## config.mk

```make
export PLATFORM = sky130hd
export DESIGN_NAME = strided_buffer_rd
export DESIGN_NICKNAME = d
export VERILOG_FILES = /design/src/rtl/strided_buffer_rd.sv
export SDC_FILE = /design/constraint.sdc
export NUM_CORES = 2
export LEC_CHECK = 0
export ABC_CLOCK_PERIOD_IN_PS = 33100
export CAP_MARGIN = 40
export CORE_AREA = 2 2 365 367
export CTS_CLUSTER_SIZE = 12
export DETAILED_ROUTE_END_ITERATION = 6
export DIE_AREA = 0 0 367 369
export PLACE_DENSITY_LB_ADDON = 0.15
export SETUP_SLACK_MARGIN = 0.02
export SYNTH_ARGS = -nofsm -noshare
export SYNTH_HDL_FRONTEND = slang
export SYNTH_SLANG_ARGS = --single-unit
```

## constraint.sdc

```tcl
create_clock -name clk -period 33.1 [get_ports clk]
set_clock_uncertainty 0.2 [all_clocks]
set_input_delay 6.62 -clock clk [delete_from_list [all_inputs] [get_ports clk]]
set_output_delay 6.62 -clock clk [all_outputs]
set_load 0.02 [all_outputs]
```

## src/rtl/strided_buffer_rd.sv

```systemverilog
// Read side of the strided slice buffer: walks stride-1 windows
// over N_BUF_X BRAMs, rotates lanes and streams beats out.
//
// Ports:
//   clk, rstn          clock, synchronous active-low reset
//   dshape, start      shape word {w_i,h_i,c_i}, pass start pulse
//   busy, done         pass in progress, end-of-pass pulse
//   rdaddr, di         per-BRAM read address / read data (1-cycle)
//   dout, dout_valid,
//   dout_ready         window beat stream, lane 0 = first slice
module strided_buffer_rd #(
  parameter int N_BUF_X    = 5,
  parameter int B_DSHAPE   = 48,
  parameter int DATA_WIDTH = 64,
  parameter int B_BUF_ADDR = 10
) (
  input  logic                           clk,
  input  logic                           rstn,
  input  logic [B_DSHAPE-1:0]            dshape,
  input  logic                           start,
  output logic                           busy,
  output logic                           done,
  output logic [N_BUF_X*B_BUF_ADDR-1:0]  rdaddr,
  input  logic [DATA_WIDTH*N_BUF_X-1:0]  di,
  output logic [DATA_WIDTH*N_BUF_X-1:0]  dout,
  output logic                           dout_valid,
  input  logic                           dout_ready
);

  localparam int RW = (N_BUF_X > 1) ? $clog2(N_BUF_X) : 1;
  localparam int BW = DATA_WIDTH * N_BUF_X;
  localparam int AW = B_BUF_ADDR;

  typedef enum logic [1:0] {
    S_IDLE,
    S_RUN,
    S_DRAIN,
    S_FIN
  } state_t;

  state_t state_q, state_d;

  logic [15:0] c_i, h_i, w_i;
  logic [15:0] n_eps_calc, n_win_calc;
  logic        empty;

  logic [15:0] n_eps_q, n_win_q;
  logic [15:0] e_q, s_q;
  logic [RW-1:0] rot_q, infl_rot_q;
  logic [AW-1:0] base_q [N_BUF_X];
  logic [N_BUF_X*AW-1:0] rdaddr_q, rdaddr_cur;
  logic          infl_q;

  logic [BW-1:0] fifo_q [2];
  logic          wp_q, rp_q;
  logic [1:0]    occ_q;

  logic          pop, issue, last_e, last;
  logic [2:0]    level;
  logic [BW-1:0] rot_data;

  assign c_i = dshape[15:0];
  assign h_i = dshape[31:16];
  assign w_i = dshape[47:32];

  assign n_eps_calc = (c_i >> 6) * h_i;
  assign n_win_calc = w_i - 16'(N_BUF_X) + 16'd1;
  assign empty = (n_eps_calc == 16'd0) ||
                 (w_i < 16'(N_BUF_X));

  assign dout_valid = (occ_q != 2'd0);
  assign dout       = fifo_q[rp_q];
  assign pop        = dout_valid & dout_ready;

  // Reads not yet consumed after this cycle: keep at most 2.
  assign level = {1'b0, occ_q} + {2'b0, infl_q}
               - {2'b0, pop};
  assign issue = (state_q == S_RUN) && (level < 3'd2);

  assign last_e = (e_q == n_eps_q - 16'd1);
  assign last   = last_e && (s_q == n_win_q - 16'd1);

  assign busy = (state_q != S_IDLE);
  assign done = (state_q == S_FIN);

  always_comb begin
    rdaddr_cur = '0;
    for (int b = 0; b < N_BUF_X; b++) begin
      rdaddr_cur[b*AW +: AW] = base_q[b] + AW'(e_q);
    end
  end

  assign rdaddr = issue ? rdaddr_cur : rdaddr_q;

  // Lane j of the returning beat comes from BRAM (s+j) mod N.
  always_comb begin
    int k;
    rot_data = '0;
    for (int j = 0; j < N_BUF_X; j++) begin
      k = int'(infl_rot_q) + j;
      if (k >= N_BUF_X) k = k - N_BUF_X;
      rot_data[j*DATA_WIDTH +: DATA_WIDTH] =
        di[k*DATA_WIDTH +: DATA_WIDTH];
    end
  end

  always_comb begin
    state_d = state_q;
    unique case (state_q)
      S_IDLE:  if (start) state_d = empty ? S_FIN : S_RUN;
      S_RUN:   if (issue && last) state_d = S_DRAIN;
      S_DRAIN: if (level == 3'd0) state_d = S_FIN;
      S_FIN:   state_d = S_IDLE;
      default: state_d = S_IDLE;
    endcase
  end

  always_ff @(posedge clk) begin
    if (!rstn) begin
      state_q    <= S_IDLE;
      n_eps_q    <= '0;
      n_win_q    <= '0;
      e_q        <= '0;
      s_q        <= '0;
      rot_q      <= '0;
      infl_rot_q <= '0;
      infl_q     <= 1'b0;
      rdaddr_q   <= '0;
      wp_q       <= 1'b0;
      rp_q       <= 1'b0;
      occ_q      <= '0;
      fifo_q[0]  <= '0;
      fifo_q[1]  <= '0;
      for (int b = 0; b < N_BUF_X; b++) begin
        base_q[b] <= '0;
      end
    end else begin
      state_q  <= state_d;
      rdaddr_q <= rdaddr;
      infl_q   <= issue;
      if (issue) infl_rot_q <= rot_q;

      if (state_q == S_IDLE && start) begin
        n_eps_q <= n_eps_calc;
        n_win_q <= n_win_calc;
        e_q     <= '0;
        s_q     <= '0;
        rot_q   <= '0;
        for (int b = 0; b < N_BUF_X; b++) begin
          base_q[b] <= '0;
        end
      end else if (issue) begin
        if (last_e) begin
          // Slice s leaves BRAM rot; slice s+N takes its place
          // one n_eps-sized block further down.
          e_q <= '0;
          s_q <= s_q + 16'd1;
          for (int b = 0; b < N_BUF_X; b++) begin
            if (RW'(b) == rot_q) begin
              base_q[b] <= base_q[b] + AW'(n_eps_q);
            end
          end
          if (rot_q == RW'(N_BUF_X - 1)) rot_q <= '0;
          else rot_q <= rot_q + RW'(1);
        end else begin
          e_q <= e_q + 16'd1;
        end
      end

      if (infl_q) begin
        fifo_q[wp_q] <= rot_data;
        wp_q         <= ~wp_q;
      end
      if (pop) rp_q <= ~rp_q;
      occ_q <= occ_q + {1'b0, infl_q} - {1'b0, pop};
    end
  end

endmodule

```

== Word level (Yosys, flattened, before mapping) ==
Memory sizes are Yosys's and may differ from the RTL's. A register that Yosys moved wholly into a read port is not among the register bits.
Cells that the tools add are included.
Word-level totals
  flip-flop bits (word level): 127
  latch bits: 0
  RAM bits: 690
  memory bits (read-only): 0
  input port bits: 372
  memories kept: 2
Cells by class
  add/subtract/negate cells: 30
  multipliers: 1
  div/mod/pow operators: 0
  $lt $le $gt $ge: 7
  equal/unequal tests: 13
  shifts and indexed selects: 5
  muxes and demuxes: 65
  bitwise gates (word level): 14
  reduce and logical (&&, ||, !) cells: 15
Memories
  fifo_q: words 2, bits a word 320, read ports 1, clocked after Yosys merged registers in 1, wr ports 2, line 54  | logic [BW-1:0] fifo_q [2];
  base_q: words 5, bits a word 10, read ports 5, clocked after Yosys merged registers in 0, wr ports 5, line 50  | logic [AW-1:0] base_q [N_BUF_X];
Operators by type and width (number)
  $shiftx 320x32->64: 5
  $mux 320: 1
  $reduce_or 320->1: 1
  $mux 26: 5
  $add 10x10->10: 10
  $mux 10: 10
  $mux 50: 1
  $add 16x1->16 const B: 3
  $mux 1: 41
  $eq 16x16->1: 2
  $sub 16x1->16 const B: 2
  $sub 4x3->5 const B: 4
  $ge 4x3->1 const B: 4
  $logic_not 16->1: 1
  $lt 16x3->1 const B: 1
  $mul 10x16->16: 1
  $mux 16: 1
  $sub 16x3->16 const B: 1
  $or 1x1->1: 10
  $add 3x2->4 const B: 2
  $mux 2: 4
  $pmux 2 s4: 1
  $eq 2x3->1 const A: 2
  $logic_not 3->1: 2
  27 further kinds: 35

== Logic depth before layout (Yosys ltp) ==
  word-level depth: 10
  depth in mapped cells: 22

== Worst setup path after synthesis ==
Ideal clock, no wire load.
  path type: reg-to-reg
  start: register wp_q
  end: memory fifo_q[0][0] (netlist name) (enable)
  arrival time: 23.167 ns
  required time: 31.456 ns
  slack: 8.289 ns
  cell stages (with the launch flop): 5
  buffers on the path: 3
  period minus slack after synthesis: 24.811 ns
  path through: dfxtp_1 clkbuf_1 clkbuf_1 clkbuf_1 o21ai_0
RTL lines
  start, declared: line 55  | logic wp_q, rp_q;
  start signal, assigned: line 172  | wp_q <= ~wp_q;
  end, declared: line 54

== Worst setup path after layout ==
  start: input port dout_ready
  end: output port rdaddr[6]
On the way
  word-level cells in the longest chain between the ends: 5
RTL lines
  start, declared: line 27  | input logic dout_ready
  $and 1x1->1: line 73  | assign pop = dout_valid & dout_ready;
  named net pop: line 58  | logic pop, issue, last_e, last;
  $sub 3x1->3: line 77  | - {2'b0, pop};
  $lt 3x2->1: line 78  | assign issue = (state_q == S_RUN) && (level < 3'd2);
  $logic_and 1x1->1: line 78
  $mux 50: line 93  | assign rdaddr = issue ? rdaddr_cur : rdaddr_q;
  end, declared: line 23  | output logic [N_BUF_X*B_BUF_ADDR-1:0] rdaddr,
The timed path passes the listed nets, and every way through them passes these cells.

==> results.rst <==
.. list-table::
   :header-rows: 1

   * - Metric
     - Value
   * - Internal power component
     - 2.67 mW
   * - Total count of hold-check failures in the final report
     - 0
   * - Hold-fix buffers, CTS
     - 0
   * - Transition time at the pin with the least slew margin
     - 1090 ps
   * - Die outline width
     - 367 um
   * - Final layout net count
     - 5566
   * - Crit path launch type
     - input port
   * - Kind of critical path
     - in -> out
   * - Vertical die dimension
     - 369 um
   * - Final setup viols
     - 0
   * - Clock transition time at the flip-flop clock pins of the worst setup and hold paths
     - 60 ps
   * - Number of distinct library cell variants in the gate-level netlist after synthesis
     - 78
   * - Flop pwr share
     - 32.5%
   * - Residual antenna-violating net count after detailed routing
     - 0
   * - Drt pass-1 iters
     - 7
   * - Overall fraction of global-route tracks in use
     - 29.4%
   * - Num CTS Buffers
     - 98
   * - Switching Fraction
     - 36.8%
   * - Core area
     - 0.131 sq mm
   * - Post-layout minimum cycle time
     - 17360 ps
   * - Synth Net Count
     - 5001
   * - Starting density of the core
     - 39.9%
   * - Fill cell count
     - 11.8k
   * - Largest buffer count on any clock path
     - 3
   * - I/O pin total
     - 745
   * - GPL Wtd Cong
     - 0.845
   * - Average wire length per cell after detail routing
     - 29.8 um
   * - Overall overflow remaining after global route
     - 0
   * - Predominant post-synthesis flop cell
     - edfxtp_1
   * - Endpoint arrival time on the critical path
     - 10540 ps
   * - Maximum resistive drop on vdd
     - 0.0000468 V
   * - Cell count after synthesis
     - 4397
   * - Cell at the root of the clock tree
     - clkbuf_16
   * - Cell Chain, Critical Path
     - clkdlybuf4s50_1, and2_1, ha_1, inv_1, ha_1, inv_1, fa_1, xnor2_1, nand3_4, buf_4, or3_1, nand2_1, clkdlybuf4s50_1
   * - Register bit count reported by yosys
     - 818
   * - Biggest area contributors in the synthesized netlist
     - edfxtp_1, mux4_2, mux2_2
   * - Number of DRC markers in iteration 0
     - 4880
   * - Endpoint class of the critical path
     - output pin
   * - Detailed-route vias per instance
     - 6.16
   * - Post-CTS Resized
     - 0
   * - Area taken by multi-input logic gates
     - 0.0273 sq mm
   * - Leading area contributor after synthesis
     - edfxtp_1
   * - TritonCTS clock tree
     - yes
   * - Result of the run
     - finished, final reports clean
   * - Count of unresolved DRC violations after routing
     - 0
   * - Top-area cell type share of the netlist area
     - 39.6%
   * - Setup Total Neg Slack
     - 0 ps
   * - Number of pins exceeding their max-slew limit in the final report
     - 0
   * - Number of flops mapped to enable cells by yosys
     - 690
   * - Wirelength, routed
     - 203000 um
   * - Layout overhead on the synthesized area
     - 24.9%
   * - Period utilisation layout
     - 52.5%
   * - Cell with the most instances after synthesis
     - edfxtp_1
   * - Slowest stage cell, crit path
     - clkdlybuf4s50_1
   * - Tightest Hold Check Type
     - reg -> reg
   * - Proportion of synthesized chip area in sequential cells
     - 44.5%
   * - Sum of net half-perimeters after detailed placement
     - 137000 um
   * - Highest Clock Rate
     - 0.0576 GHz
   * - Full die area
     - 0.135 sq mm
   * - Area used by sequential logic in the layout
     - 0.0233 sq mm
   * - RSZ-0062 raised after global routing
     - false
   * - Critical path's top delay family
     - buffers and inverters
   * - Number of buffers inserted to repair setup after CTS
     - 0
   * - Max capacitance violation total
     - 0
   * - Fraction of power consumed by the clock network
     - 25.7%
   * - Tightest slew margin relative to the limit
     - 27.6%
   * - Post-Synthesis Cell Area
     - 0.0523 sq mm
   * - Comb pwr share
     - 41.7%
   * - Number of buffers inserted by port buffering
     - 738
   * - Number of warnings reported in the yosys synthesis log
     - 0
   * - Vias after detailed routing
     - 42.0k
   * - First-pass GRT wire length
     - 293000 um
   * - Combined buffer and inverter count along the critical path
     - 5
   * - Row Count
     - 133
   * - Final core utilization
     - 49.8%
   * - Deepest level of the CTS H-tree
     - 3
   * - Clock latency on the worst-skew pair
     - 730 ps
   * - Leakage power
     - 24.0 nW
   * - Net switching power
     - 1.55 mW
   * - Crit-path max FO
     - 50
   * - Fraction of final layout cells sized beyond drive strength 1
     - 18.6%
   * - Clock tree sinks
     - 818
   * - Crit-path max cell delay
     - 610 ps
   * - Number of antenna violations at the first check in global routing
     - 48
   * - PD cells
     - 64.6 mW/mm^2
   * - Pin count of the biggest net entering global routing
     - 147
   * - Via count of the first global-routing pass
     - 41.2k
   * - Top cells by instance count after synthesis
     - edfxtp_1, nor2_1, mux2_2, a22oi_1, mux4_2
   * - Mean instance size in the synthesized netlist
     - 11.9 sq um
   * - Required @ worst endpoint
     - 26280 ps
   * - Ys async rst share
     - 0%
[registers in the layout, indices dropped and copies added, names as in the netlist, 2 cells and up, named ones only]
register,count
state_q,2
s_q,16
rdaddr_q,50
e_q,16
n_win_q,16
occ_q,2
fifo_q,640
base_q,50
infl_rot_q,3
n_eps_q,16
rot_q,3
[layer usage]
layer	global-route usage [%]	vias to the layer above	wire (um)
met4	10.6	46	7070
met2	48.5	2102	98200
met5	0	-	300
met1	37.2	21334	78000
li1	-	18117	-
met3	7.87	417	19800
[layout make-up]
type / instances / area share [%]
clock inverter: 44 / 0.669
clock buffer: 136 / 4.16
antenna: 24 / 0.0920
inverter: 160 / 0.920
tap: 1755 / 3.36
timing repair buffer: 839 / 13.4
sequential: 818 / 35.7
multi-input combinational: 3045 / 41.8
[per-stage QoR]
stage | cells | power (mW) | cell area (sq um) | setup WS [ps] | hold slack [ps]
3_5_place_dp | 6617 | 3.15 | 62100 | 15710 | 254
4_1_cts | 6797 | 4.24 | 65200 | 15700 | 262
6_report | 6821 | 4.22 | 65300 | 15740 | 260
2_1_floorplan | 4397 | 2.47 | 52300 | 8290 | 240
5_1_grt | 6812 | 4.41 | 65300 | 15490 | 280
3_3_place_gp | 6584 | 3.12 | 61300 | 15720 | 247
[tightest hold or removal path: stages, from the launching register on]
cell and delay, ps:
dfxtp_1 300, nand2_1 60, a21oi_1 50
[cell usage in the layout (no fill, tap or decap), types with 24 or more instances in the layout]
| cell | n |
|---|---|
| ha_1 | 150 |
| mux2_2 | 323 |
| dfxtp_1 | 126 |
| mux4_2 | 320 |
| buf_16 | 24 |
| clkbuf_1 | 28 |
| a21o_1 | 32 |
| inv_1 | 158 |
| diode_2 | 24 |
| a22oi_1 | 320 |
| nand3_1 | 34 |
| nand4_1 | 26 |
| fa_1 | 82 |
| a21oi_1 | 103 |
| nor3_1 | 231 |
| nor4_1 | 202 |
| clkbuf_16 | 100 |
| buf_4 | 66 |
| clkdlybuf4s50_1 | 737 |
| nand2_1 | 243 |
| xor2_1 | 71 |
| edfxtp_1 | 690 |
| o21ai_0 | 95 |
| and2_1 | 80 |
| nor2_1 | 378 |
| xnor2_1 | 83 |
[cell families after synthesis]
group,synth area share [%]
XOR/XNOR,2.75
multiplexers,20.9
flip-flops,44.5
buffers and inverters,3.88
AO/OA/AOI/OAI,8.83
adder cells (fa/ha/maj),6.73
AND/OR/NAND/NOR,12.4
[power groups by stage]
stage	sequential [mW]	combinational, mW	clock (mW)
detailed placement	1.39	1.75	0
CTS	1.37	1.76	1.10
finish	1.37	1.76	1.09
floorplan	1.41	1.05	0
global route	1.39	1.88	1.14
global placement	1.39	1.73	0
[path summary, 6_finish.rpt]
kind                                     from  cells after the start              to  slack [ps]
worst max register to register  infl_rot_q[0]                     11  fifo_q[0][123]       27190
worst min register to register   rdaddr_q[44]                      2    rdaddr_q[44]         260
worst max-delay path               dout_ready                     13       rdaddr[6]       15740
worst min-delay path             rdaddr_q[44]                      2    rdaddr_q[44]         260
No activity file was read; power rests on OpenSTA's default activity.
